## config.mk

```make
export PLATFORM = sky130hd
export DESIGN_NAME = cache_ri_fill
export DESIGN_NICKNAME = d
export VERILOG_FILES = /design/src/rtl/cache_ri_fill.sv
export SDC_FILE = /design/constraint.sdc
export NUM_CORES = 1
export LEC_CHECK = 0
export ABC_AREA = 1
export BUFFER_PORTS_ARGS = -buffer_cell sky130_fd_sc_hd__buf_2
export CAP_MARGIN = 30
export CORE_MARGIN = 3
export CORE_UTILIZATION = 38
export DETAILED_ROUTE_END_ITERATION = 16
export PLACE_DENSITY = 0.87
export SETUP_SLACK_MARGIN = 0.3
export SYNTH_ARGS = -nofsm -noshare
export SYNTH_HDL_FRONTEND = slang
export SYNTH_SLANG_ARGS = --single-unit
```

## constraint.sdc

```tcl
create_clock -name clk -period 1.3 [get_ports clk]
set_input_delay 0.065 -clock clk [delete_from_list [all_inputs] [get_ports clk]]
set_output_delay 0.065 -clock clk [all_outputs]
set_load 0.005 [all_outputs]
```

## src/rtl/cache_ri_fill.sv

```systemverilog
// +--------------------------------------------------------------------------+
// | cache_ri_fill                                                            |
// | Data-cache line refill: clears the line's readable bits, bursts the line |
// | in from memory, and marks each completed word pair readable.             |
// | Revision: 1.0                                                            |
// +--------------------------------------------------------------------------+
`default_nettype none

module cache_ri_fill #(
  parameter int ADDR_WIDTH = 8,
  parameter int LINE_WORDS = 8,
  parameter int MEM_AW     = 32
) (
  input  logic                  clk,
  input  logic                  rst_n,
  input  logic                  req_valid,
  output logic                  req_ready,
  input  logic [ADDR_WIDTH-1:0] req_lineAddress,
  input  logic [1:0]            req_channel,
  input  logic [MEM_AW-1:0]     req_memAddress,
  output logic                  mem_read,
  output logic [MEM_AW-1:0]     mem_address,
  output logic [7:0]            mem_burstCount,
  input  logic                  mem_waitRequest,
  input  logic                  mem_readDataValid,
  input  logic [31:0]           mem_readData,
  output logic [ADDR_WIDTH-1:0] data_writeAddress,
  output logic [1:0]            data_writeChannel,
  output logic [31:0]           data_writeData,
  output logic                  data_writeEnable,
  output logic [ADDR_WIDTH-1:0] ri_writeAddress,
  output logic [1:0]            ri_writeChannel,
  output logic [7:0]            ri_writeData,
  output logic                  ri_writeEnable,
  output logic                  busy,
  output logic                  done
);

  localparam int                    c_CNT_W     = $clog2(LINE_WORDS);
  localparam logic [c_CNT_W-1:0]    c_LAST_PAIR = c_CNT_W'(LINE_WORDS / 2 - 1);
  localparam logic [c_CNT_W-1:0]    c_LAST_BEAT = c_CNT_W'(LINE_WORDS - 1);
  localparam logic [ADDR_WIDTH-1:0] c_LINE_MASK = ADDR_WIDTH'(LINE_WORDS - 1);
  localparam logic [ADDR_WIDTH-1:0] c_ONE       = ADDR_WIDTH'(1);

  typedef enum logic [2:0] {
    S_IDLE  = 3'd0,
    S_CLEAR = 3'd1,
    S_REQ   = 3'd2,
    S_RECV  = 3'd3,
    S_DONE  = 3'd4
  } state_t;

  state_t                r_state;
  logic [c_CNT_W-1:0]    r_cnt;
  logic [ADDR_WIDTH-1:0] r_base;
  logic [1:0]            r_chan;
  logic [MEM_AW-1:0]     r_memAddr;
  logic                  r_reqReady;
  logic                  r_busy;
  logic                  r_done;
  logic                  r_memRead;

  logic [ADDR_WIDTH-1:0] w_beatAddr;
  logic [ADDR_WIDTH-1:0] w_pairAddr;

  assign w_beatAddr = r_base + ADDR_WIDTH'(r_cnt);
  assign w_pairAddr = r_base + ADDR_WIDTH'({r_cnt, 1'b0});

  always_ff @(posedge clk or negedge rst_n) begin
    if (!rst_n) begin
      r_state    <= S_IDLE;
      r_cnt      <= '0;
      r_base     <= '0;
      r_chan     <= '0;
      r_memAddr  <= '0;
      r_reqReady <= 1'b1;
      r_busy     <= 1'b0;
      r_done     <= 1'b0;
      r_memRead  <= 1'b0;
    end else begin
      r_done <= 1'b0;
      case (r_state)
        S_IDLE: begin
          if (req_valid && r_reqReady) begin
            r_base     <= req_lineAddress & ~c_LINE_MASK;
            r_chan     <= req_channel;
            r_memAddr  <= req_memAddress;
            r_cnt      <= '0;
            r_reqReady <= 1'b0;
            r_busy     <= 1'b1;
            r_state    <= S_CLEAR;
          end
        end
        S_CLEAR: begin
          if (r_cnt == c_LAST_PAIR) begin
            r_cnt     <= '0;
            r_memRead <= 1'b1;
            r_state   <= S_REQ;
          end else begin
            r_cnt <= r_cnt + 1'b1;
          end
        end
        S_REQ: begin
          if (!mem_waitRequest) begin
            r_memRead <= 1'b0;
            r_state   <= S_RECV;
          end
        end
        S_RECV: begin
          if (mem_readDataValid) begin
            if (r_cnt == c_LAST_BEAT) begin
              r_cnt   <= '0;
              r_done  <= 1'b1;
              r_state <= S_DONE;
            end else begin
              r_cnt <= r_cnt + 1'b1;
            end
          end
        end
        S_DONE: begin
          r_reqReady <= 1'b1;
          r_busy     <= 1'b0;
          r_state    <= S_IDLE;
        end
        default: begin
          r_reqReady <= 1'b1;
          r_busy     <= 1'b0;
          r_memRead  <= 1'b0;
          r_state    <= S_IDLE;
        end
      endcase
    end
  end

  // Beat writes are combinational so a returning word lands in the RAM with no latency.
  always_comb begin
    data_writeEnable  = 1'b0;
    data_writeAddress = '0;
    data_writeData    = '0;
    data_writeChannel = '0;
    ri_writeEnable    = 1'b0;
    ri_writeAddress   = '0;
    ri_writeData      = '0;
    ri_writeChannel   = '0;
    if (r_state == S_CLEAR) begin
      ri_writeEnable  = 1'b1;
      ri_writeAddress = w_pairAddr;
      ri_writeChannel = r_chan;
    end else if (r_state == S_RECV && mem_readDataValid) begin
      data_writeEnable  = 1'b1;
      data_writeAddress = w_beatAddr;
      data_writeData    = mem_readData;
      data_writeChannel = r_chan;
      if (r_cnt[0]) begin
        ri_writeEnable  = 1'b1;
        ri_writeAddress = w_beatAddr - c_ONE;
        ri_writeData    = 8'hFF;
        ri_writeChannel = r_chan;
      end
    end
  end

  assign req_ready      = r_reqReady;
  assign busy           = r_busy;
  assign done           = r_done;
  assign mem_read       = r_memRead;
  assign mem_address    = r_memAddr;
  assign mem_burstCount = 8'(LINE_WORDS);

endmodule

`default_nettype wire

```

Word level (Yosys, flattened, before mapping)
Index checks and enable logic that the tools add are counted.
{"block": "totals", "regBits": 49, "in_bits": 79}
{"block": "classes", "n_mux": 41, "n_eq_ne": 11, "n_reduce_logical": 11, "add_sub_neg": 4, "bitwise_logic": 2}
{"op": "two-way mux 32 bit", "n": 2}
{"op": "two-way mux 8 bit", "n": 8}
{"op": "two-way mux 3 bit", "n": 9}
{"op": "two-way mux 1 bit", "n": 12}
{"op": "one-hot mux 3 bit (4 select lines)", "n": 1}
{"op": "two-way mux 2 bit", "n": 5}
{"op": "inequality test 2 bit, second input constant", "n": 5}
{"op": "equality test 3 x 2 -> 1 bit, second input constant", "n": 3}
{"op": "one-hot mux 3 bit (3 select lines)", "n": 1}
{"op": "adder 8 x 3 -> 8 bit", "n": 1}
{"op": "adder 8 x 4 -> 8 bit", "n": 1}
{"op": "subtractor 8 x 1 -> 8 bit, second input constant", "n": 1}
{"op": "equality test 3 bit, second input constant", "n": 2}
{"op": "AND reduction 3 bit", "n": 2}
{"op": "OR reduction 3 bit", "n": 2}
{"op": "AND reduction 5 bit", "n": 1}
{"op": "one-hot mux 1 bit (2 select lines)", "n": 2}
{"op": "AND reduction 2 bit", "n": 2}
{"op": "adder 3 x 1 -> 3 bit, second input constant", "n": 1}
{"op": "equality test 3 x 1 -> 1 bit, second input constant", "n": 1}
{"op": "logical NOT 3 bit", "n": 1}
{"op": "one-hot mux 1 bit (3 select lines)", "n": 1}
{"op": "nonzero test 3 bit", "n": 1}
{"op": "logical AND 1 bit", "n": 2}
{"op": "inverter 1 bit", "n": 2}

Depth between registers and ports, before layout
Gate-level depths: netlist of run 1.
{"block": "logic_depth", "ltp_word": 5, "depth_mapped": 8, "mapped_depth_nobuf": 8}

Least setup slack after synthesis of run 1
Ideal clock, no wire load.
{"block": "synth_path", "path_type": "register -> register", "from": "reg r_cnt[0]", "to": "reg r_state[1]", "setup_ps": 65, "synth_period_minus_slack_ps": 1311, "t_arrival_ps": 1246, "path_stages_with_launch": 8, "setup_slack_ps": -11, "cell_sequence": "dfrtp_1 -> ha_1 -> ha_1 -> nor3_1 -> nor2_1 -> nand2_1 -> nand2_1 -> nand2_1"}
{"block": "synth_between", "elab_chain_cells": 3}
{"element": "start: declaration", "line": "54", "source": "logic [c_CNT_W-1:0] r_cnt;"}
{"element": "start signal: assignment", "line": "100", "source": "r_cnt <= r_cnt + 1'b1;"}
{"element": "start signal: assignment", "line": "116", "source": "r_cnt <= r_cnt + 1'b1;"}
{"element": "equality test 3 bit or equality test 3 x 2 -> 1 bit (tied branches)", "line": "111, 95"}
{"element": "inequality test 2 bit (no line)"}
{"element": "AND reduction 5 bit (no line) *"}
{"element": "end signal: assignment", "line": "106", "source": "r_state <= S_RECV;"}
{"element": "end signal: assignment", "line": "114", "source": "r_state <= S_DONE;"}
{"element": "end signal: assignment", "line": "123", "source": "r_state <= S_IDLE;"}
{"element": "end: declaration", "line": "53", "source": "state_t r_state;"}
Mark *: on every way between the ends. The rest lies on a longest branch, timed or not.
A chain may end at the register's enable or synchronous reset.

Final worst setup path of run 1
{"block": "layout_path", "from": "reg r_cnt[2]", "to": "out ri_writeAddress[7]"}
{"block": "layout_between", "elab_chain_cells": 5}
{"element": "adder 8 x 3 -> 8 bit", "line": "66", "source": "assign w_beatAddr = r_base + ADDR_WIDTH'(r_cnt);"}
{"element": "subtractor 8 x 1 -> 8 bit", "line": "156", "source": "ri_writeAddress = w_beatAddr - c_ONE;"}
{"element": "two-way mux 8 bit", "line": "154", "source": "if (r_cnt[0]) begin"}
{"element": "two-way mux 8 bit", "line": "149", "source": "end else if (r_state == S_RECV && mem_readDataValid) begin"}
{"element": "two-way mux 8 bit *", "line": "145", "source": "if (r_state == S_CLEAR) begin"}
{"element": "end: declaration", "line": "31", "source": "output logic [ADDR_WIDTH-1:0] ri_writeAddress,"}
Marks and branches as above.

==> results of run 1 <==
[path summary, 6_finish.rpt]
check | end | depth (start not counted) | from | slack [ns]
min reg2reg | mem_read | 2 | mem_read | 0.48
max in group asynchronous | mem_address[20] | 3 | rst_n | 0.51
min | r_base[5] | 3 | req_lineAddress[5] | 0.03
max | ri_writeAddress[7] | 7 | r_cnt[2] | -0.41
min in group asynchronous | r_base[7] | 2 | rst_n | 0.28
max reg2reg | mem_address[18] | 8 | r_state[2] | -0.28
[cell type report]
class | count | area (µm²) | share of cell area, %
Multi-Input combinational cell | 256 | 1914 | 32.88
Tap cell | 96 | 120.1 | 2.063
Inverter | 56 | 232.7 | 3.997
Clock buffer | 6 | 72.57 | 1.247
Timing Repair Buffer | 284 | 2211 | 37.98
Sequential cell | 49 | 1232 | 21.17
Clock inverter | 2 | 38.79 | 0.6662
[power by group]
| group | switching [mW] | internal [mW] |
|---|---|---|
| combinational | 0.158 | 0.173 |
| sequential | 0 | 1.52 |
| clock | 0.557 | 0.579 |
[logic make-up after synthesis]
kind of cell / Yosys count / synth area share, %
AOI/OAI and AO/OA: 15 / 2.757
DFF: 49 / 44.33
and+or+nand+nor: 218 / 32.81
xor gates and xnor gates: 5 / 1.581
adders and majority gates: 9 / 4.067
buffers and inverters: 84 / 14.19
other: 2 / 0.2712
[flip-flops by register name, summed over array words and instances, names as in the netlist]
register / flops
mem_read: 1
r_state: 3
busy: 1
r_base: 5
req_ready: 1
r_chan: 2
done: 1
r_cnt: 3
mem_address: 32
[metrics by stage]
stage,util (%),power [mW],worst slack [ns],TNS [ns],hold slack [ns]
2_1_floorplan,-,1.597,0.08087,0,-0.2306
6_report,83.84,2.990,-0.4129,-28.27,0.03241
3_5_place_dp,57.19,1.731,-0.06579,-1.390,0.06292
4_1_cts,72.29,2.936,-0.3049,-21.31,0.001266
3_3_place_gp,57.19,1.725,-0.03041,-0.03041,0.05813
5_1_grt,83.84,3.085,-0.4516,-33.99,0.03497
[critical path, delay by kind of cell, from the launching register on]
family,cells,cell delay [ns]
flops,1,0.45
fa+ha+maj,2,0.35
buf+inv,1,0.13
xor+xnor,1,0.15
simple gates,3,0.25
[routing by layer]
| metal | vias to the layer above | track usage, % | part of all wire, % |
|---|---|---|---|
| li1 | 1649 | - | - |
| met1 | 1809 | 24.83 | 34 |
| met2 | 262 | 48.07 | 54 |
| met3 | 62 | 5.302 | 6.9 |
| met4 | 0 | 9.045 | 4.9 |
| met5 | - | 0 | 0 |
[placed cells by master, fill, tap and decap left out, types with 2 or more instances in the layout]
cell type / instances
nand3_1: 12
ha_1: 2
inv_4: 4
nand2_1: 61
buf_4: 32
nor2_2: 12
inv_1: 46
nand2_4: 33
conb_1: 9
xor2_1: 4
dfrtp_1: 44
buf_16: 5
inv_2: 5
dlygate4sd3_1: 39
dfrtp_2: 4
nor2_1: 14
o21ai_2: 10
buf_2: 169
buf_8: 4
buf_6: 21
buf_12: 10
nand4_1: 3
nor3_2: 2
clkbuf_16: 4
ha_4: 7
o21ai_1: 3
clkbuf_8: 5
nand2_2: 48
nor2_4: 29
[what timing repair did]
item	CTS	global route
setup endpoints to repair	111	111
pin swaps	8	42
hold buffers	39	0
resized for setup	60	183
cloned	5	4
buffers inserted	22	11
endpoints found under the hold margin	54	0
==> results.yml, run 1 <==
sta:
  grt_setup_unrepaired: "true"
  finalCritPeriodShare_pct: 131.8
  slew_headroom_pct: 64.53
  slew_viol_final: 0
  fin_crit_ns: 1.713
  finClkSkew_ns: 0.01068
  tightestPinTransition_ns: 0.5320
  hold_viol: 0
  finalSetupViolCount: 108
  fmax_mhz: 583.8
  fin_ws_ns: -0.4129
grt:
  antenna_found_initial: 0
  grtUsageTotal_pct: 24.46
  grt_overflow_total: 0
  grt_start_max_net_pins: 25
  grt_pass1_vias: 3534
  grt_pass1_wl_um: 16580
yosys:
  synth_edf_count: 0
  synth_area_leader_cell: "dfrtp_1"
  yosysWarnings: 0
  yosysTopAreaCellShare_pct: 43.38
  seq_area_frac_synth_pct: 44.33
  yosys-top-cells-count: "nand2_1 (140), inv_1 (53), nor2_1 (50), dfrtp_1 (48), buf_4 (18)"
  async_reset_ff_share_pct: 100.0
  syn_area_per_cell_um2: 7.248
  syn_inst: 382
  synthTopCellsByArea: "dfrtp_1 (43%), nand2_1 (19%), inv_1 (7.2%), nor2_1 (6.8%), buf_4 (4.9%)"
  yosysUniqueCellTypes: 25
  synth_seq_cells: 49
  synth_most_common_cell: "nand2_1"
  synthFlopType: "dfrtp_1"
  syn-cell-area_um2: 2769
critical_path:
  criticalPathCategory: "flop to output pin"
  path_cells: "ha_4 > ha_4 > nand3_2 > xor2_1 > nand2_1 > nand2_1 > buf_2"
  cp-end-kind: "output pin"
  setup.worst_path.start_class: "flop"
  path_max_fanout: 3
  cp_slowest_cell: "dfrtp_2"
  critPathRequiredTime_ns: 1.24
  cp.arrival_ns: 1.65
  slowest_delay_ns: 0.45
clocking:
  cts.reportedPaths.clkPinSlew_ns: 0.10
  cts_max_level: 2
  clk_latency_ns: 0.31
  cts_tree: "done"
  cts.sinks: 49
  root_buffer: "clkbuf_8"
  ctsLongestPathBuffers: 2
  numCtsBuffers: 5
routing:
  vias: 3782
  routed_wl_um: 13630
  drc: 0
  viasPerCell: 5.049
  routedWlPerCell_um: 18.20
  drt_iter0_markers: 254
  antenna_left: 0
  dr.pass1.iters: 7
pwr:
  powerDensity_nw_per_um2: 513.6
  p_leak_nw: 3.347
  ir_drop_uv: 557.6
die:
  fp.coreArea_um2: 6944
  floorplan.die_area_um2: 8347
  start_util_pct: 39.87
  ioPinCount: 185
  rows: 30
  die_width_um: 91.36
  die_height_um: 91.36
flow_run:
  drv_cap: 0
layout:
  stdcell_area_um2: 5822
  nFillCells: 325
  fin_nets: 740
  drive_above_1_share_pct: 63.25
  area_growth_pct: 110.3
  finalNonFillerCells: 749
  diodes: 0
placement:
  place_hpwl_um: 6278
  placed_cell_area_um2: 3971
  portBuffers: 172
  place.gp.congestion: 0.8258
  dpl.cell_count: 660
outcome:
  outcome: "complete, but fails checks"
  violations: "setup timing"
worst_hold_path:
  min_path_type: "primary input to flop"
Power figures use the tool's default switching activity.
==> run 2: changes to the inputs <==
Settings changed: GPL_TIMING_DRIVEN set to 0.
==> run 2 against run 1 <==
Against the previous run:
- the run still ends with setup timing left
- hold slack better by 0.24 ns
- largest cell class unchanged
- routed wire length up 0.65%
- sequential share of layout area decreased by 0.29 points
- maximum frequency decreased by 5.3%
==> results.yml, run 2 (synthesized netlist as in run 1, its figures left out) <==
grt:
  grt_pass1_vias: 3496
  grtUsageTotal_pct: 23.99
  grt_overflow_total: 0
  grt_start_max_net_pins: 30
  grt_pass1_wl_um: 16350
  antenna_found_initial: 0
routing:
  drt_iter0_markers: 194
  antenna_left: 0
  drc: 0
  vias: 3860
  routedWlPerCell_um: 17.93
  routed_wl_um: 13720
  dr.pass1.iters: 5
  viasPerCell: 5.046
critical_path:
  cp-end-kind: "output pin"
  critPathRequiredTime_ns: 1.24
  r2r_cells: 9
  cp.arrival_ns: 1.74
  rrSetupSlack_ns: -0.43
  slowest_delay_ns: 0.47
  criticalPathCategory: "flop to output pin"
  path_max_fanout: 4
  setup.worst_path.start_class: "flop"
  cp_slowest_cell: "dfrtp_2"
  path_cells: "buf_6 > ha_4 > ha_4 > nand3_2 > xor2_1 > nand2_1 > nand2_1 > buf_2"
pwr:
  power_frac_comb_pct: 11.0
  pwr-share-seq_pct: 51.0
  power_switching_mw: 0.6973
  p_leak_nw: 3.356
  powerDensity_nw_per_um2: 505.1
  power_mw: 2.988
  swShare_pct: 23.34
  p_int_mw: 2.291
  ir_drop_uv: 488.4
  p_clk_share_pct: 38.0
layout:
  largest_reg_flops: 32
  nFillCells: 315
  stdcell_area_um2: 5916
  final_util_pct: 85.19
  mostFrequentLayoutCells: "buf_2 (161), nand2_1 (62), nand2_2 (54), buf_6 (49), inv_1 (44)"
  final_common_cell: "buf_2"
  multi_input_area_um2: 1804
  fin_nets: 756
  area_growth_pct: 113.6
  seq_area_um2: 1235
  diodes: 0
  drive_above_1_share_pct: 64.13
placement:
  place_hpwl_um: 6057
  placed_cell_area_um2: 3924
  dpl_worst_slack_ns: -0.2374
  place.gp.congestion: 0.8375
  portBuffers: 172
outcome:
  violations: "setup timing"
  outcome: "complete, but fails checks"
clocking:
  clk_latency_ns: 0.30
  ctsLongestPathBuffers: 2
  cts_tree: "done"
  cts.reportedPaths.clkPinSlew_ns: 0.10
  cts_max_level: 2
  numCtsBuffers: 5
  cts.sinks: 49
  root_buffer: "clkbuf_8"
flow_run:
  drv_cap: 0
sta:
  finalSetupViolCount: 108
  fin_hold_ws_ns: 0.2766
  finalCritPeriodShare_pct: 139.1
  tightestPinTransition_ns: 0.5595
  grt_setup_unrepaired: "true"
  hold_viol: 0
  slew_headroom_pct: 62.70
  fmax_mhz: 553.1
  finClkSkew_ns: 0.01263
  slew_viol_final: 0
  fin_crit_ns: 1.808
  fin_ws_ns: -0.5080
die:
  rows: 30
  die_width_um: 91.36
  fp.coreArea_um2: 6944
  floorplan.die_area_um2: 8347
  die_height_um: 91.36
  start_util_pct: 39.87
  ioPinCount: 185
worst_hold_path:
  min_path_type: "primary input to async pin"
-- run 2: path summary, 6_finish.rpt --
kind / start / endpoint
worst max-delay path: r_cnt[2] / ri_writeAddress[7]
worst min-delay path: rst_n / mem_address[19]
worst max register to register: r_state[2] / r_cnt[2]
worst min register to register: mem_address[0] / mem_address[0]
max in group asynchronous: rst_n / req_ready
min in group clk: mem_waitRequest / mem_read
-- run 2: what timing repair did --
item	4_1_cts	5_1_grt
buffers inserted	26	21
gates resized for setup	55	202
cloned	5	7
pin swaps	10	39
hold buffers	40	0
endpoints found under the setup margin	111	111
endpoints found under the hold margin	59	0
-- run 2: final cells by class --
class,instances,share of cell area (%)
timing repair inverter,1,0.1058
buffer,28,5.499
multi-input combinational,256,30.50
sequential,49,20.88
clock inverter,2,0.6557
clock buffer,6,1.227
tap,96,2.030
inverter,56,3.849
timing repair buffer,271,35.26
-- run 2: metrics by stage --
stage / TNS (ns) / std cells
3_3_place_gp: -5.205 / 657
4_1_cts: -23.56 / 737
5_1_grt: -42.45 / 765
6_report: -36.07 / 765
2_1_floorplan: 0 / 389
3_5_place_dp: -8.510 / 658
-- run 2: layer usage --
layer | track usage [%] | up-vias | routed length [µm]
li1 | - | 1685 | -
met2 | 46.72 | 296 | 7534
met3 | 5.551 | 73 | 1134
met5 | 0 | - | 0
met1 | 24.74 | 1806 | 4427
met4 | 8.291 | 0 | 623
-- run 2: power groups by stage --
stage	logic, mW	clock network (mW)	registers (mW)
after CTS	0.287	1.12	1.52
after global routing	0.355	1.19	1.52
after detailed placement	0.194	0	1.55
after floorplan	0.0435	0	1.55
final	0.328	1.14	1.52
after global placement	0.184	0	1.55
-- run 2: critical path, delay by kind of cell (launching register included) --
kind	cells	cell delay (ns)
XOR/XNOR	1	0.16
adder cells (fa/ha/maj)	2	0.34
buffers and inverters	2	0.25
flip-flops	1	0.47
AND/OR/NAND/NOR	3	0.22
